**src/rtl/fir_coef_loader.sv**
```systemverilog
// rtl/fir_coef_loader.sv - AXI4-Lite master that programs FIR coefficients into the FIR register block
module fir_coef_loader #(
    parameter int C_M_AXI_ADDR_WIDTH = 16,
    parameter int C_M_AXI_DATA_WIDTH = 32,
    parameter int FIR_COEF_WIDTH     = 18,
    parameter int MAX_COEFS          = 32,
    parameter logic [C_M_AXI_ADDR_WIDTH-1:0] BASE_ADDR = '0
) (
    input  logic                              M_AXI_ACLK,
    input  logic                              M_AXI_ARESET,
    input  logic                              coef_wr_en,
    input  logic [$clog2(MAX_COEFS)-1:0]      coef_wr_idx,
    input  logic [FIR_COEF_WIDTH-1:0]         coef_wr_data,
    input  logic [$clog2(MAX_COEFS):0]        coef_count,
    input  logic [C_M_AXI_DATA_WIDTH-1:0]     switches_val,
    input  logic                              start,
    output logic                              busy,
    output logic                              done,
    output logic                              error,
    output logic [C_M_AXI_ADDR_WIDTH-1:0]     M_AXI_AWADDR,
    output logic [2:0]                        M_AXI_AWPROT,
    output logic                              M_AXI_AWVALID,
    input  logic                              M_AXI_AWREADY,
    output logic [C_M_AXI_DATA_WIDTH-1:0]     M_AXI_WDATA,
    output logic [C_M_AXI_DATA_WIDTH/8-1:0]   M_AXI_WSTRB,
    output logic                              M_AXI_WVALID,
    input  logic                              M_AXI_WREADY,
    input  logic [1:0]                        M_AXI_BRESP,
    input  logic                              M_AXI_BVALID,
    output logic                              M_AXI_BREADY,
    output logic [C_M_AXI_ADDR_WIDTH-1:0]     M_AXI_ARADDR,
    output logic [2:0]                        M_AXI_ARPROT,
    output logic                              M_AXI_ARVALID,
    input  logic                              M_AXI_ARREADY,
    input  logic [C_M_AXI_DATA_WIDTH-1:0]     M_AXI_RDATA,
    input  logic [1:0]                        M_AXI_RRESP,
    input  logic                              M_AXI_RVALID,
    output logic                              M_AXI_RREADY
);

    localparam int AW = C_M_AXI_ADDR_WIDTH;
    localparam int DW = C_M_AXI_DATA_WIDTH;
    localparam int CW = $clog2(MAX_COEFS);

    localparam logic [DW-1:0] FIR_ID   = DW'(32'h5F52_4946);
    localparam logic [AW-1:0] OFS_INFO = AW'(8'h00);
    localparam logic [AW-1:0] OFS_MAX  = AW'(8'h08);
    localparam logic [AW-1:0] OFS_SW   = AW'(8'h10);
    localparam logic [AW-1:0] OFS_NR   = AW'(8'h14);
    localparam logic [AW-1:0] OFS_COEF = AW'(8'h20);
    localparam logic [DW-1:0] SW_UPDATE = DW'(4);

    typedef enum logic [2:0] {
        IDLE    = 3'd0,
        RD_INFO = 3'd1,
        RD_MAX  = 3'd2,
        WR_NR   = 3'd3,
        WR_COEF = 3'd4,
        WR_SW   = 3'd5,
        FINISH  = 3'd6
    } state_t;

    state_t state, state_next;

    logic [FIR_COEF_WIDTH-1:0] coef_buf [MAX_COEFS];

    logic [CW:0]     cnt_lat;
    logic [DW-1:0]   sw_lat;
    logic [CW:0]     n_coefs;
    logic [CW-1:0]   coef_idx;

    // txn_issued: the transaction for the current state/index is in flight
    logic            txn_issued;
    logic            aw_acc;
    logic            w_acc;

    logic            aw_fire, w_fire, b_fire, ar_fire, r_fire;
    logic            is_wr, is_rd;
    logic            last_coef;
    logic            fail;
    logic [CW:0]     hw_max;
    logic [CW:0]     n_calc;
    logic [AW-1:0]   wr_addr;
    logic [DW-1:0]   wr_data;
    logic [AW-1:0]   rd_addr;
    logic [FIR_COEF_WIDTH-1:0] coef_rd;

    assign aw_fire = M_AXI_AWVALID & M_AXI_AWREADY;
    assign w_fire  = M_AXI_WVALID  & M_AXI_WREADY;
    assign b_fire  = M_AXI_BVALID  & M_AXI_BREADY;
    assign ar_fire = M_AXI_ARVALID & M_AXI_ARREADY;
    assign r_fire  = M_AXI_RVALID  & M_AXI_RREADY;

    assign is_wr = (state == WR_NR) || (state == WR_COEF) || (state == WR_SW);
    assign is_rd = (state == RD_INFO) || (state == RD_MAX);

    assign last_coef = ((CW+1)'({1'b0, coef_idx}) + (CW+1)'(1)) == n_coefs;

    assign busy = (state != IDLE) && (state != FINISH);
    assign done = (state == FINISH);

    assign M_AXI_AWPROT = 3'b000;
    assign M_AXI_ARPROT = 3'b000;
    assign M_AXI_WSTRB  = '1;

    assign coef_rd = coef_buf[coef_idx];

    // Effective coefficient count: latched request clamped by the hardware tap count and buffer depth
    always_comb begin
        hw_max = (CW+1)'(MAX_COEFS);
        if (M_AXI_RDATA < DW'(MAX_COEFS)) begin
            hw_max = M_AXI_RDATA[CW:0];
        end
        n_calc = cnt_lat;
        if (hw_max < n_calc) begin
            n_calc = hw_max;
        end
    end

    // Address and payload for the transaction belonging to the current state
    always_comb begin
        wr_addr = '0;
        wr_data = '0;
        unique case (state)
            WR_NR: begin
                wr_addr = BASE_ADDR + OFS_NR;
                wr_data = DW'(n_coefs);
            end
            WR_COEF: begin
                wr_addr = BASE_ADDR + OFS_COEF + AW'({coef_idx, 2'b00});
                wr_data = {{(DW-FIR_COEF_WIDTH){coef_rd[FIR_COEF_WIDTH-1]}}, coef_rd};
            end
            WR_SW: begin
                wr_addr = BASE_ADDR + OFS_SW;
                wr_data = sw_lat | SW_UPDATE;
            end
            default: begin
                wr_addr = '0;
                wr_data = '0;
            end
        endcase
        rd_addr = (state == RD_MAX) ? (BASE_ADDR + OFS_MAX) : (BASE_ADDR + OFS_INFO);
    end

    // Next-state selection; any bad response or identity mismatch aborts straight to FINISH
    always_comb begin
        state_next = state;
        fail       = 1'b0;
        unique case (state)
            IDLE: begin
                if (start) state_next = RD_INFO;
            end
            RD_INFO: begin
                if (r_fire) begin
                    if ((M_AXI_RDATA != FIR_ID) || (M_AXI_RRESP != 2'b00)) begin
                        state_next = FINISH;
                        fail       = 1'b1;
                    end else begin
                        state_next = RD_MAX;
                    end
                end
            end
            RD_MAX: begin
                if (r_fire) begin
                    if (M_AXI_RRESP != 2'b00) begin
                        state_next = FINISH;
                        fail       = 1'b1;
                    end else begin
                        state_next = WR_NR;
                    end
                end
            end
            WR_NR: begin
                if (b_fire) begin
                    if (M_AXI_BRESP != 2'b00) begin
                        state_next = FINISH;
                        fail       = 1'b1;
                    end else if (n_coefs != '0) begin
                        state_next = WR_COEF;
                    end else begin
                        state_next = WR_SW;
                    end
                end
            end
            WR_COEF: begin
                if (b_fire) begin
                    if (M_AXI_BRESP != 2'b00) begin
                        state_next = FINISH;
                        fail       = 1'b1;
                    end else if (last_coef) begin
                        state_next = WR_SW;
                    end
                end
            end
            WR_SW: begin
                if (b_fire) begin
                    state_next = FINISH;
                    fail       = (M_AXI_BRESP != 2'b00);
                end
            end
            FINISH: begin
                state_next = IDLE;
            end
            default: begin
                state_next = IDLE;
            end
        endcase
    end

    // State register
    always_ff @(posedge M_AXI_ACLK) begin
        if (M_AXI_ARESET) begin
            state <= IDLE;
        end else begin
            state <= state_next;
        end
    end

    // Coefficient buffer; only writable while idle so a load sees a frozen image
    always_ff @(posedge M_AXI_ACLK) begin
        if ((state == IDLE) && coef_wr_en) begin
            coef_buf[coef_wr_idx] <= coef_wr_data;
        end
    end

    // AXI channel handshakes, request latching and the sticky error flag
    always_ff @(posedge M_AXI_ACLK) begin
        if (M_AXI_ARESET) begin
            M_AXI_AWADDR  <= '0;
            M_AXI_AWVALID <= 1'b0;
            M_AXI_WDATA   <= '0;
            M_AXI_WVALID  <= 1'b0;
            M_AXI_BREADY  <= 1'b0;
            M_AXI_ARADDR  <= '0;
            M_AXI_ARVALID <= 1'b0;
            M_AXI_RREADY  <= 1'b0;
            error         <= 1'b0;
            cnt_lat       <= '0;
            sw_lat        <= '0;
            n_coefs       <= '0;
            coef_idx      <= '0;
            txn_issued    <= 1'b0;
            aw_acc        <= 1'b0;
            w_acc         <= 1'b0;
        end else begin
            if ((state == IDLE) && start) begin
                cnt_lat  <= coef_count;
                sw_lat   <= switches_val;
                error    <= 1'b0;
                coef_idx <= '0;
            end

            if (is_wr && !txn_issued) begin
                M_AXI_AWADDR  <= wr_addr;
                M_AXI_WDATA   <= wr_data;
                M_AXI_AWVALID <= 1'b1;
                M_AXI_WVALID  <= 1'b1;
                txn_issued    <= 1'b1;
            end

            if (is_rd && !txn_issued) begin
                M_AXI_ARADDR  <= rd_addr;
                M_AXI_ARVALID <= 1'b1;
                txn_issued    <= 1'b1;
            end

            if (aw_fire) begin
                M_AXI_AWVALID <= 1'b0;
                aw_acc        <= 1'b1;
            end
            if (w_fire) begin
                M_AXI_WVALID <= 1'b0;
                w_acc        <= 1'b1;
            end
            if ((aw_acc || aw_fire) && (w_acc || w_fire) && !M_AXI_BREADY) begin
                M_AXI_BREADY <= 1'b1;
            end
            if (b_fire) begin
                M_AXI_BREADY <= 1'b0;
                aw_acc       <= 1'b0;
                w_acc        <= 1'b0;
                txn_issued   <= 1'b0;
                if (state == WR_COEF) begin
                    coef_idx <= coef_idx + CW'(1);
                end
            end

            if (ar_fire) begin
                M_AXI_ARVALID <= 1'b0;
                M_AXI_RREADY  <= 1'b1;
            end
            if (r_fire) begin
                M_AXI_RREADY <= 1'b0;
                txn_issued   <= 1'b0;
                if (state == RD_MAX) begin
                    n_coefs <= n_calc;
                end
            end

            if (fail) begin
                error <= 1'b1;
            end
        end
    end

endmodule

```
**config.mk**
```make
export PLATFORM = sky130hd
export DESIGN_NAME = fir_coef_loader
export DESIGN_NICKNAME = d
export VERILOG_FILES = /design/src/rtl/fir_coef_loader.sv
export SDC_FILE = /design/constraint.sdc
export NUM_CORES = 1
export LEC_CHECK = 0
export BUFFER_PORTS_ARGS = -buffer_cell sky130_fd_sc_hd__buf_2
export CELL_PAD_IN_SITES_DETAIL_PLACEMENT = 0
export CELL_PAD_IN_SITES_GLOBAL_PLACEMENT = 2
export CORE_ASPECT_RATIO = 1.2
export CORE_UTILIZATION = 45
export CTS_BUF_LIST = sky130_fd_sc_hd__clkbuf_2
export DETAILED_ROUTE_END_ITERATION = 10
export PLACE_DENSITY = 0.88
export SYNTH_ARGS = -nofsm -noshare
export SYNTH_HDL_FRONTEND = slang
export SYNTH_SLANG_ARGS = --single-unit
```
**constraint.sdc**
```tcl
create_clock -name M_AXI_ACLK -period 4.1 [get_ports M_AXI_ACLK]
set_input_delay 0.82 -clock M_AXI_ACLK [delete_from_list [all_inputs] [get_ports M_AXI_ACLK]]
set_output_delay 0.82 -clock M_AXI_ACLK [all_outputs]
set_load 0.02 [all_outputs]
```
==> reports/metrics.yaml <==
cp.arrival_ns: 2.83
grt_pass1_wl_um: 101000
ctsHtreeMaxLevel: 4
grt_max_degree: 66
synth_top_area_share_pct: 63.5
ys_seq_elements: 675
drv_cap: 0
cts_sinks: 675
fin_nets: 2097
final-setup-viol-count: 0
dieHeight_um: 271
start_util_pct: 45.6
worstHoldPathCells: 6
fp.coreArea_um2: 59700
postPlaceCellArea_um2: 29000
setup_slack_ns: 0.453
critPathKind: "reg -> out"
cts.clk_slew.worst_paths_ns: 0.10
worst_pin_slew_ns: 1.19
min_to: "n_coefs[5]"
hold_violations: 0
fp.dieW_um: 227
die-area_um2: 61500
endpoint_kind: "primary output"
grt_pass1_vias: 16800
cts_made_buffers: 156
layout-drive-gt1-share_pct: 30.3
num_rows: 98
drc_errors: 0
clock-skew-final_ns: 0.0600
cts_tree: "built"
max_freq_mhz: 274
synthCells: 1626
wl_um: 68600
rsz0062_at_grt: "false"
final.setup.tns_ns: 0
hold_path_class: "in -> reg"
powerDensity_nw_per_um2: 470
grt-ovfl-total: 0
synth_area_leaders: "edfxtp_1, mux4_2, dfxtp_1, nand2_1, mux2i_1"
whs_ns: 0.155
dp_hpwl_um: 42700
buffer_ports.inserted: 151
syn2layout_area_growth_pct: 14.6
via_count: 16300
r2r_end: "M_AXI_WDATA[25]"
cp_max_fo: 13
worstPathCellList: "buf_4, nand2b_1, nand3_1, buf_2"
insertion_delay_ns: 1.35
r2r-start: "coef_idx[0]"
cp_slowest_stage_delay_ns: 0.47
hp-start: "M_AXI_RDATA[16]"
dr.pass1.iters: 5
yosys_warnings: 0
synthFlopType: "edfxtp_1"
gp_congestion: 0.856
ant_nets: 0
slew_violations: 0
r2r_cells: 6
yosysSeqAreaShare_pct: 70.8
synth_most_common_cell: "edfxtp_1"
dp_slack_ns: 0.252
cp-start-kind: "flip-flop"
synthArstFlopShare_pct: 0
final.period_utilization_pct: 89.0
viasPerCell: 5.58
netlist_top_cells_count: "edfxtp_1, mux4_2, nand2_1"
slew_headroom_pct: 20.3
drt_iter0_drc: 1439
crit_slowest_cell: "dfxtp_1"
grt_use_total_pct: 22.7
synth_area_leader_cell: "edfxtp_1"
min_period_ns: 3.65
wl_per_cell_um: 23.6
ir_worst_vdd_mv: 0.328
root_buffer: "clkbuf_2"
synth_edf_count: 576
netlist_area_um2: 27200
io_pins: 188
cts_buffer_depth: 3
antenna_found_initial: 3
status: "finished clean"
power.leakage_nw: 10.4
postSynthAreaPerCell_um2: 16.7
utilization_pct: 52.3
synthDistinctLibCells: 69
cp.required_ns: 3.28
r2r_slack_ns: 1.20
fin_area_um2: 31200
[layout make-up]
| cell class | instances | area [um2] |
|---|---|---|
| Clock buffer | 226 | 1130 |
| Inverter | 11 | 41.3 |
| Fill cell | 4916 | 28500 |
| Multi-Input combinational cell | 840 | 7300 |
| Timing Repair Buffer | 300 | 2120 |
| Sequential cell | 675 | 19300 |
| Tap cell | 800 | 1000 |
| Antenna cell | 6 | 15.0 |
| Clock inverter | 52 | 317 |
[power breakdown]
group / switching, W / internal, W / leakage [nW]
clock network: 0.00258 / 0.00173 / 1.09
registers: 0.000246 / 0.00780 / 5.99
logic: 0.00156 / 0.000751 / 3.35
[layout by cell type, fill, tap and decap left out, types with 7 or more instances in the layout]
master	n
edfxtp_1	576
clkbuf_2	226
buf_2	151
mux4_2	136
nand2_1	133
dfxtp_1	95
nor2_1	89
dlygate4sd3_1	79
a21oi_1	75
buf_4	66
mux2i_1	44
clkinv_1	36
conb_1	35
o21ai_0	34
o21ai_1	32
and2_1	24
mux2_2	16
o21a_1	15
o211ai_1	14
nand3_1	13
nor4bb_1	12
nor4_1	10
inv_1	10
a22oi_1	10
a31o_1	10
a22o_1	10
nand4_1	9
nor3_1	9
nand3b_1	7
a2111oi_2	7
ha_1	7
[metal layers]
metal	global-route usage [%]	part of all wire, %
met4	8.52	2.3
met3	5.91	7.7
met2	37.3	50
met5	0	0.019
met1	29.0	40
[metrics by stage]
step | total power (W) | instances
2_1_floorplan | 0.00949 | 1659
3_3_place_gp | 0.0104 | 2547
3_5_place_dp | 0.0104 | 2547
4_1_cts | 0.0148 | 2904
5_1_grt | 0.0154 | 2910
6_report | 0.0147 | 2910
[sequential cells by signal, summed over array words and instances, names as in the netlist, 3 cells and up]
name and flops:
coef_buf 576, M_AXI_WDATA 32, sw_lat 31, M_AXI_AWADDR 6
cnt_lat 6, n_coefs 6, coef_idx 5, state 3
[worst max-delay path: cells and delay by family (launching register included)]
kind / cells / cell delay (ns)
and+or+nand+nor: 2 / 0.63
DFF: 1 / 0.47
buffers and inverters: 2 / 0.44
[what timing repair did]
| action | 4_1_cts | 5_1_grt |
|---|---|---|
| hold buffers | 79 | 0 |
| endpoints found under the setup margin | 0 | 0 |
| setup buffers | 0 | 0 |
| hold endpoints to repair | 637 | 0 |
| resized for setup | 0 | 0 |
[cells by family after synthesis]
kind of cell	share of synthesized area [%]
flops	70.8
fa+ha+maj	0.322
simple gates	6.08
xor+xnor	0.193
compound gates	6.10
other cells	0.0276
buf+inv	2.93
mux	13.6
[worst max path at each step]
stage | startpoint | endpoint | slack, ns | depth (start not counted)
after global placement | M_AXI_RDATA[11] | n_coefs[3] | 0.30 | 11
after floorplan | M_AXI_RDATA[31] | n_coefs[1] | 0.92 | 10
after CTS | state[1] | busy | 0.31 | 4
after global routing | state[1] | busy | 0.17 | 4
after detailed placement | M_AXI_RDATA[11] | n_coefs[3] | 0.25 | 11
final | state[1] | busy | 0.45 | 4
No activity file was read; power rests on OpenSTA's default activity.
